--- config.mk ---
export PLATFORM = sky130hd
export DESIGN_NAME = alu_arbiter_flat
export DESIGN_NICKNAME = d
export VERILOG_FILES = /design/src/rtl/alu_arbiter_pkg.sv /design/src/rtl/alu_arbiter_if.sv /design/src/rtl/alu_arbiter_rr_arb2.sv /design/src/rtl/alu_arbiter.sv /design/src/flat_wrapper.sv
export SDC_FILE = /design/constraint.sdc
export NUM_CORES = 1
export LEC_CHECK = 0
export CORE_AREA = 2 2 112 135
export DETAILED_ROUTE_END_ITERATION = 7
export DIE_AREA = 0 0 114 137
export PLACE_DENSITY = 0.83
export SLEW_MARGIN = 20
export SYNTH_ARGS = -nofsm -noshare
export SYNTH_HDL_FRONTEND = slang
export SYNTH_HIERARCHICAL = 1
export SYNTH_SLANG_ARGS = --single-unit
--- constraint.sdc ---
create_clock -name clk -period 1.5 [get_ports clk]
set_input_delay 0.225 -clock clk [delete_from_list [all_inputs] [get_ports clk]]
set_output_delay 0.225 -clock clk [all_outputs]
set_load 0.01 [all_outputs]
--- src/rtl/alu_arbiter_pkg.sv ---
// Shared types and widths for the two-requester ALU arbiter.
// The latency helper folds an out-of-range ALU_LATENCY into the 1..15 counter range.
package alu_arbiter_pkg;
    localparam int OPCODE_W = 4;
    localparam int DATA_W   = 32;
    localparam int CNT_W    = 4;

    typedef enum logic [1:0] {
        IDLE = 2'd0,
        EXEC = 2'd1,
        RESP = 2'd2
    } state_t;

    function automatic logic [CNT_W-1:0] eff_latency(input int lat);
        if (lat < 1) return CNT_W'(1);
        if (lat > 15) return CNT_W'(15);
        return CNT_W'(lat);
    endfunction
endpackage

--- src/rtl/alu_arbiter_if.sv ---
// Request, response and ALU-side bundle of the arbiter.
// Handshakes: a transfer happens on a rising edge where valid && ready; the payload is held while valid waits.
interface alu_arbiter_if import alu_arbiter_pkg::*; ();
    logic                req0_valid;
    logic                req0_ready;
    logic [OPCODE_W-1:0] req0_opcode;
    logic [DATA_W-1:0]   req0_a;
    logic [DATA_W-1:0]   req0_b;

    logic                req1_valid;
    logic                req1_ready;
    logic [OPCODE_W-1:0] req1_opcode;
    logic [DATA_W-1:0]   req1_a;
    logic [DATA_W-1:0]   req1_b;

    logic                rsp_valid;
    logic                rsp_ready;
    logic                rsp_id;
    logic [DATA_W-1:0]   rsp_result;

    logic [OPCODE_W-1:0] alu_opcode;
    logic [DATA_W-1:0]   alu_a;
    logic [DATA_W-1:0]   alu_b;
    logic [DATA_W-1:0]   alu_result;

    modport slave (
        input  req0_valid, req0_opcode, req0_a, req0_b,
        output req0_ready,
        input  req1_valid, req1_opcode, req1_a, req1_b,
        output req1_ready,
        output rsp_valid, rsp_id, rsp_result,
        input  rsp_ready,
        output alu_opcode, alu_a, alu_b,
        input  alu_result
    );

    modport master (
        output req0_valid, req0_opcode, req0_a, req0_b,
        input  req0_ready,
        output req1_valid, req1_opcode, req1_a, req1_b,
        input  req1_ready,
        input  rsp_valid, rsp_id, rsp_result,
        output rsp_ready,
        input  alu_opcode, alu_a, alu_b,
        output alu_result
    );
endinterface

--- src/rtl/alu_arbiter_rr_arb2.sv ---
// Combinational two-way round-robin pick: on a tie the requester not granted last wins.
module rr_arb2 (
    input  logic valid0,
    input  logic valid1,
    input  logic last_grant,
    output logic grant_valid,
    output logic grant_id
);
    always_comb begin
        grant_valid = valid0 | valid1;
        if (valid0 && valid1) grant_id = ~last_grant;
        else                  grant_id = valid1;
    end
endmodule

--- src/rtl/alu_arbiter.sv ---
// Arbitrates two requesters onto one external combinational ALU, holds the operands for
// ALU_LATENCY cycles, then presents the captured result until the consumer takes it.
module alu_arbiter import alu_arbiter_pkg::*; #(
    parameter int ALU_LATENCY = 1
) (
    input  logic          clk,
    input  logic          rst,
    alu_arbiter_if.slave  bus,
    output state_t        state_dbg
);
    localparam logic [CNT_W-1:0] LOAD = eff_latency(ALU_LATENCY);

    state_t              state, state_nx;
    logic                grant_valid, grant_id;
    logic                last_grant;
    logic                ready0, ready1;
    logic                accept, done, rsp_fire;
    logic [CNT_W-1:0]    cnt;
    logic [OPCODE_W-1:0] op_q;
    logic [DATA_W-1:0]   a_q, b_q, result_q;
    logic                id_q, rsp_valid_q;

    rr_arb2 u_rr_arb2 (
        .valid0      (bus.req0_valid),
        .valid1      (bus.req1_valid),
        .last_grant  (last_grant),
        .grant_valid (grant_valid),
        .grant_id    (grant_id)
    );

    always_ff @(posedge clk) begin
        if (rst) state <= IDLE;
        else     state <= state_nx;
    end

    always_comb begin
        state_nx = state;
        ready0   = 1'b0;
        ready1   = 1'b0;
        accept   = 1'b0;
        done     = 1'b0;
        rsp_fire = 1'b0;
        case (state)
            IDLE: begin
                // Ready is gated by rst so nothing is offered during the reset cycle.
                if (!rst && grant_valid) begin
                    ready0   = ~grant_id;
                    ready1   = grant_id;
                    accept   = 1'b1;
                    state_nx = EXEC;
                end
            end
            EXEC: begin
                if (cnt <= CNT_W'(1)) begin
                    done     = 1'b1;
                    state_nx = RESP;
                end
            end
            RESP: begin
                if (bus.rsp_ready) begin
                    rsp_fire = 1'b1;
                    state_nx = IDLE;
                end
            end
            default: state_nx = IDLE;
        endcase
    end

    always_ff @(posedge clk) begin
        if (rst) begin
            op_q        <= '0;
            a_q         <= '0;
            b_q         <= '0;
            id_q        <= 1'b0;
            cnt         <= '0;
            last_grant  <= 1'b1;
            result_q    <= '0;
            rsp_valid_q <= 1'b0;
        end else begin
            if (accept) begin
                op_q       <= grant_id ? bus.req1_opcode : bus.req0_opcode;
                a_q        <= grant_id ? bus.req1_a      : bus.req0_a;
                b_q        <= grant_id ? bus.req1_b      : bus.req0_b;
                id_q       <= grant_id;
                cnt        <= LOAD;
                last_grant <= grant_id;
            end
            if (state == EXEC) cnt <= cnt - CNT_W'(1);
            if (done) begin
                result_q    <= bus.alu_result;
                rsp_valid_q <= 1'b1;
            end
            if (rsp_fire) rsp_valid_q <= 1'b0;
        end
    end

    assign bus.req0_ready = ready0;
    assign bus.req1_ready = ready1;
    assign bus.alu_opcode = op_q;
    assign bus.alu_a      = a_q;
    assign bus.alu_b      = b_q;
    assign bus.rsp_valid  = rsp_valid_q;
    assign bus.rsp_id     = id_q;
    assign bus.rsp_result = result_q;
    assign state_dbg      = state;
endmodule

--- src/flat_wrapper.sv ---
// flat-port wrapper written by rule: the top's interface ports become plain ports
module alu_arbiter_flat import alu_arbiter_pkg::*;
#(
    parameter int ALU_LATENCY = 1
)
  (clk, rst, state_dbg, bus_req0_valid, bus_req0_opcode, bus_req0_a, bus_req0_b, bus_req0_ready, bus_req1_valid, bus_req1_opcode, bus_req1_a, bus_req1_b, bus_req1_ready, bus_rsp_valid, bus_rsp_id, bus_rsp_result, bus_rsp_ready, bus_alu_opcode, bus_alu_a, bus_alu_b, bus_alu_result);
  alu_arbiter_if bus_i ();
  input  logic clk;
  input  logic rst;
  output state_t state_dbg;
  input wire logic [$bits(bus_i.req0_valid)-1:0] bus_req0_valid;
  input wire logic [$bits(bus_i.req0_opcode)-1:0] bus_req0_opcode;
  input wire logic [$bits(bus_i.req0_a)-1:0] bus_req0_a;
  input wire logic [$bits(bus_i.req0_b)-1:0] bus_req0_b;
  output wire logic [$bits(bus_i.req0_ready)-1:0] bus_req0_ready;
  input wire logic [$bits(bus_i.req1_valid)-1:0] bus_req1_valid;
  input wire logic [$bits(bus_i.req1_opcode)-1:0] bus_req1_opcode;
  input wire logic [$bits(bus_i.req1_a)-1:0] bus_req1_a;
  input wire logic [$bits(bus_i.req1_b)-1:0] bus_req1_b;
  output wire logic [$bits(bus_i.req1_ready)-1:0] bus_req1_ready;
  output wire logic [$bits(bus_i.rsp_valid)-1:0] bus_rsp_valid;
  output wire logic [$bits(bus_i.rsp_id)-1:0] bus_rsp_id;
  output wire logic [$bits(bus_i.rsp_result)-1:0] bus_rsp_result;
  input wire logic [$bits(bus_i.rsp_ready)-1:0] bus_rsp_ready;
  output wire logic [$bits(bus_i.alu_opcode)-1:0] bus_alu_opcode;
  output wire logic [$bits(bus_i.alu_a)-1:0] bus_alu_a;
  output wire logic [$bits(bus_i.alu_b)-1:0] bus_alu_b;
  input wire logic [$bits(bus_i.alu_result)-1:0] bus_alu_result;
  assign bus_i.req0_valid = bus_req0_valid;
  assign bus_i.req0_opcode = bus_req0_opcode;
  assign bus_i.req0_a = bus_req0_a;
  assign bus_i.req0_b = bus_req0_b;
  assign bus_req0_ready = bus_i.req0_ready;
  assign bus_i.req1_valid = bus_req1_valid;
  assign bus_i.req1_opcode = bus_req1_opcode;
  assign bus_i.req1_a = bus_req1_a;
  assign bus_i.req1_b = bus_req1_b;
  assign bus_req1_ready = bus_i.req1_ready;
  assign bus_rsp_valid = bus_i.rsp_valid;
  assign bus_rsp_id = bus_i.rsp_id;
  assign bus_rsp_result = bus_i.rsp_result;
  assign bus_i.rsp_ready = bus_rsp_ready;
  assign bus_alu_opcode = bus_i.alu_opcode;
  assign bus_alu_a = bus_i.alu_a;
  assign bus_alu_b = bus_i.alu_b;
  assign bus_i.alu_result = bus_alu_result;
  alu_arbiter #(.ALU_LATENCY(ALU_LATENCY)) u_core (.clk(clk), .rst(rst), .bus(bus_i), .state_dbg(state_dbg));
endmodule
* Word level (Yosys, flattened, before mapping)
Index checks and enable logic that the tools add are counted.
** Word-level totals
- Bits in registers :: 109
- Output and inout bits :: 106
** Operators by class
- Add/subtract/negate cells :: 1
- Magnitude comparators :: 1
- Eq/ne operators :: 5
- Multiplexer cells :: 20
- Bitwise gates (word level) :: 3
- Reduce and logical (&&, ||, !) cells :: 7
** Operators with widths (number)
- $mux W32 :: 2
- $mux W4 :: 3
- $mux W1 :: 11
- $mux W2 :: 3
- $pmux W2 S3 :: 1
- $le A4 B1 Y1 const B :: 1
- $ne A2 B1 Y1 const B :: 2
- $sub A4 B1 Y4 const B :: 1
- $reduce_and A3 Y1 :: 1
- $eq A2 B1 Y1 const B :: 1
- $eq A2 B2 Y1 const B :: 1
- $logic_and A1 B1 Y1 :: 2
- $logic_not A2 Y1 :: 1
- $ne A2 B2 Y1 const B :: 1
- $not A1 Y1 :: 2
- $reduce_bool A2 Y1 :: 1
- $reduce_or A2 Y1 :: 1
- $logic_not A1 Y1 :: 1
- $or A1 B1 Y1 :: 1

* Longest topological paths before layout
Gate-level depths: netlist of the first run.
- Depth in word-level cells :: 6
- Mapped depth :: 6
- Mapped depth without buffers :: 5

* Hierarchy
The synthesis of the first run kept the hierarchy.
** Modules (own cells, without submodules)
- alu_arbiter :: times used 1, cells an instance 493, area an instance 4889.7 um2, seq. area each 2182.1 um2
- rr_arb2 :: times used 1, cells an instance 2, area an instance 13.8 um2, seq. area each 0.0 um2

* Worst setup path after synthesis of the first run
Ideal clock, no wire load.
- Kind :: reg-to-output
- Start :: register u_core.state[0] (netlist: u_core/state_dbg[0])
- End :: output bus_req0_ready
- Arrival :: 1344 ps
- Path slack :: -69 ps
- Stages on the path, launching flop included :: 4
- Buffers on the path :: 1
- Path through :: dfxtp_1 buf_2 or4b_2 nor2_1
** On the way
- Longest elaborated chain between the ends :: 2
** Ends and longest elaborated chain
- from (decl) :: line alu_arbiter.sv:13 : state_t state, state_nx;
- from (signal assigned) :: line alu_arbiter.sv:33 : else state <= state_nx;
- $logic_not A2 Y1 :: line alu_arbiter.sv:43 : case (state)
- $mux W1 :: line alu_arbiter.sv:43
- to (decl) :: line flat_wrapper.sv:15 : output wire logic [$bits(bus_i.req0_ready)-1:0] bus_req0_ready;
Every way passes these cells.

* Worst setup path in the final report of the first run
- Start :: register u_core.state[1] (netlist: u_core/state_dbg[1])
- End :: register u_core.a_q[13] (netlist: u_core/bus.alu_a[13])
** On the way
- Longest elaborated chain between the ends :: 2
** Ends and longest elaborated chain
- $logic_not A2 Y1 :: line alu_arbiter.sv:43
- $mux W1 :: line alu_arbiter.sv:43
- to (signal assigned) :: line alu_arbiter.sv:82 : a_q <= grant_id ? bus.req1_a : bus.req0_a;
- to (decl) :: line alu_arbiter.sv:20 : logic [DATA_W-1:0] a_q, b_q, result_q;
Every way passes these cells.
A chain may end at the register's enable or synchronous reset.

==> results.md, run 1 <==
- WL final: 18.0 mm
- Max Cap Viol: 0
- Post-place setup slack: -0.661 ns
- Crit. End Element: register
- CTS Hold Bufs: 0
- Top Ports: 279
- Post-Syn Nets: 670
- Initial DRC Count: 213
- Footprint of the multi-input gates: 2960 sq um
- Vias per Instance: 4.96
- Hold Violations, Final: 0
- Clk_skew: 0.00821 ns
- Crit path DAT: 1.93 ns
- Routed len/inst: 18.2 microns
- Avg Cell Area, Syn: 9.91 sq um
- Worst Hold Class: input pin to register
- Sequential share of the synthesized area: 44.5%
- XOR/XNOR share of the synthesized area: 0%
- Total GRT Usage: 22.1%
- Ys Warns: 6
- Reg2Reg Depth: 8
- Die area: 15600 sq um
- Failing checks: negative setup slack
- Area share of and/or/nand/nor cells after synthesis: 16.6%
- Clock sink count: 109
- CP Class: register to register
- Routed Antenna Nets: 0
- DR pass1 iterations: 5
- Die width: 114 microns
- Most common cell after layout, fill and taps aside: clkdlybuf4s50_1
- Compound-Gate Fraction of Synth Area: 12.9%
- Site row count: 48
- Vias in the first global route: 4994
- CTS buffer count: 9
- Synth-to-Final Area Change: 95.0%
- Die Height: 137 microns
- Pins Over Slew Limit: 0
- EDFF count, synth: 0
- Overall Power: 10.7 mW
- Fin util: 66.9%
- Mux share of post-synthesis cell area: 20.4%
- Routability cong.: 0.750
- Leading post-synthesis cells by cell area: dfxtp_1 45%, mux2i_1 20%, a211oi_1 9.0%
- Final setup viols: 104
- First-pass GRT wire length: 26.8 mm
- Synth top area share: 44.5%
- Area leader, netlist: dfxtp_1
- Clk Latency, worst-skew pair: 0.34 ns
- Status: complete, but fails checks
- Design area: 9560 sq um
- Cell Area, Synth: 4900 sq um
- Initial antenna violation count: 0
- Final setup margin: -0.160 ns
- Critical Path RT: 1.77 ns
- CORE AREA: 14300 sq um
- FMAX: 602 MHz
- Rel. slew slack: 53.6%
- Largest net degree at the start of global routing: 57
- Worst-path clk slew: 0.08 ns
- Ys async rst share: 0%
- Post-synth top flop: dfxtp_1
- Clock tree buffer depth: 2
- Fillers: 1073
- H-Tree Depth: 3
- Layout net count: 984
- Critical path startpoint category: register
- CP max FO: 7
- Synth cell types: 29
- Most frequent cells in the layout: 233 x clkdlybuf4s50_1, 105 x dfxtp_1, 97 x mux2i_1
- Pwr Density: 1120 nW/um^2
- Syn Inst Count: 495
- Largest family of logic cells by synthesized area: multiplexers
- Yosys reg bits: 109
- WHS Path Cells: 3
- Final min period: 1.66 ns
- Initial Util: 34.3%
- DRC errors left: 0
- Worst IR Drop VDD: 0.619 mV
- RSZ-0062 raised after global routing: yes
- Adder-Cell Fraction of Synth Area: 0.510%
- Number of diodes: 0
- Vias: 4897
- Gr ovfl total: 0
- Storage cell area: 2190 sq um
- Hpwl dp: 10.8 mm
- Hold slack: 0.208 ns
- CTS tree: built
- I/O Buffers: 278
- Slew @ Worst Pin: 0.695 ns
- Share of layout cells above drive strength 1: 23.5%
- Period utilization: 111%
- Root Buffer: clkbuf_16
- LEAKAGE: 3.88 nW
- Post-DP Area: 7990 sq um
[final timing paths]
path,startpoint,end,slack [ns]
worst max-delay path,u_core/state_dbg[1]$_SDFFE_PP0P_,u_core/bus.alu_a[13]$_SDFFE_PP0P_,-0.16
worst min-delay path,rst,u_core/bus.rsp_id$_SDFFE_PP0P_,0.21
worst max register to register,u_core/state_dbg[1]$_SDFFE_PP0P_,u_core/bus.alu_a[13]$_SDFFE_PP0P_,-0.16
worst min register to register,u_core/bus.rsp_result[18]$_SDFFE_PP0P_,u_core/bus.rsp_result[18]$_SDFFE_PP0P_,0.47
[synth_stat cells, types with 2 or more instances]
master / n
or3_1: 2
nand2_1: 9
inv_1: 3
nand2b_1: 66
buf_4: 12
ha_1: 2
buf_2: 22
nor2_1: 72
a211oi_2: 9
mux2i_1: 100
dfxtp_1: 109
a211oi_1: 59
clkbuf_1: 9
a21oi_1: 6
[kinds of logic (layout without fill, tap and decap cells)]
logic type      after synthesis  in the layout
simple gates                158            158
flops                       109            109
mux                         100            100
compound gates               80             80
buf+inv                      46            364
fa+ha+maj                     2              2
[per-stage QoR]
stage,cells,TNS (ns)
floorplan,495,0
global placement,935,-35.24
detailed placement,935,-38.91
CTS,987,-5.57
global route,988,-14.54
finish,988,-7.54
[layer usage]
metal  vias up  GRT usage [%]  share of wire, %
li1       2370              -                 -
met1      2283           24.7                36
met2       212           40.6                54
met3        32           5.54               7.5
met4         0           7.72               2.4
met5         -              0                 0
[registers in the layout, indices dropped and copies added (netlist names)]
| name | cells |
|---|---|
| u_core/bus.rsp_valid | 1 |
| u_core/last_grant | 1 |
| u_core/bus.alu_opcode | 4 |
| u_core/bus.rsp_id | 1 |
| u_core/state_dbg | 2 |
| u_core/bus.alu_b | 32 |
| u_core/bus.rsp_result | 32 |
| u_core/bus.alu_a | 32 |
| u_core/cnt | 4 |
[area by class of cell]
cell class	instances	share of cell area [%]
Clock buffer	11	2.43
Clock inverter	4	0.523
Inverter	3	0.118
Multi-Input combinational cell	340	31.0
Sequential cell	109	22.9
Tap cell	175	2.29
Timing Repair Buffer	346	40.8
[critical path: stages, from the launching register on]
cell and delay (ns):
dfxtp_2 0.33, buf_6 0.12, nor4b_4 0.31, buf_6 0.19, buf_12 0.12, buf_8 0.12, buf_16 0.16, nor2_4 0.04
a211oi_2 0.18
[power by group]
group	internal, mW	total (mW)	switching (mW)	leakage, nW
registers	3.37	3.67	0.308	0.897
logic	2.73	4.70	1.97	2.85
clock network	1.29	2.31	1.03	0.132
total	7.38	10.7	3.30	3.88
[repair_timing]
action,in CTS,in global routing
endpoints found under the setup margin,110,127
resized for setup,162,47
buffers inserted,22,3
gates cloned,18,2
pin swaps,36,13
Note: power is estimated with default switching activity, not from simulation.
==> run 2: changes to the inputs <==
--- a/config.mk
+++ b/config.mk
@@ -5,6 +5,7 @@
 export SDC_FILE = /design/constraint.sdc
 export NUM_CORES = 1
 export LEC_CHECK = 0
+export CAP_MARGIN = 20
 export CORE_AREA = 2 2 112 135
 export DETAILED_ROUTE_END_ITERATION = 7
 export DIE_AREA = 0 0 114 137
==> results of run 2 <==
Final layout, timing and power as in run 1 (identical DEF).
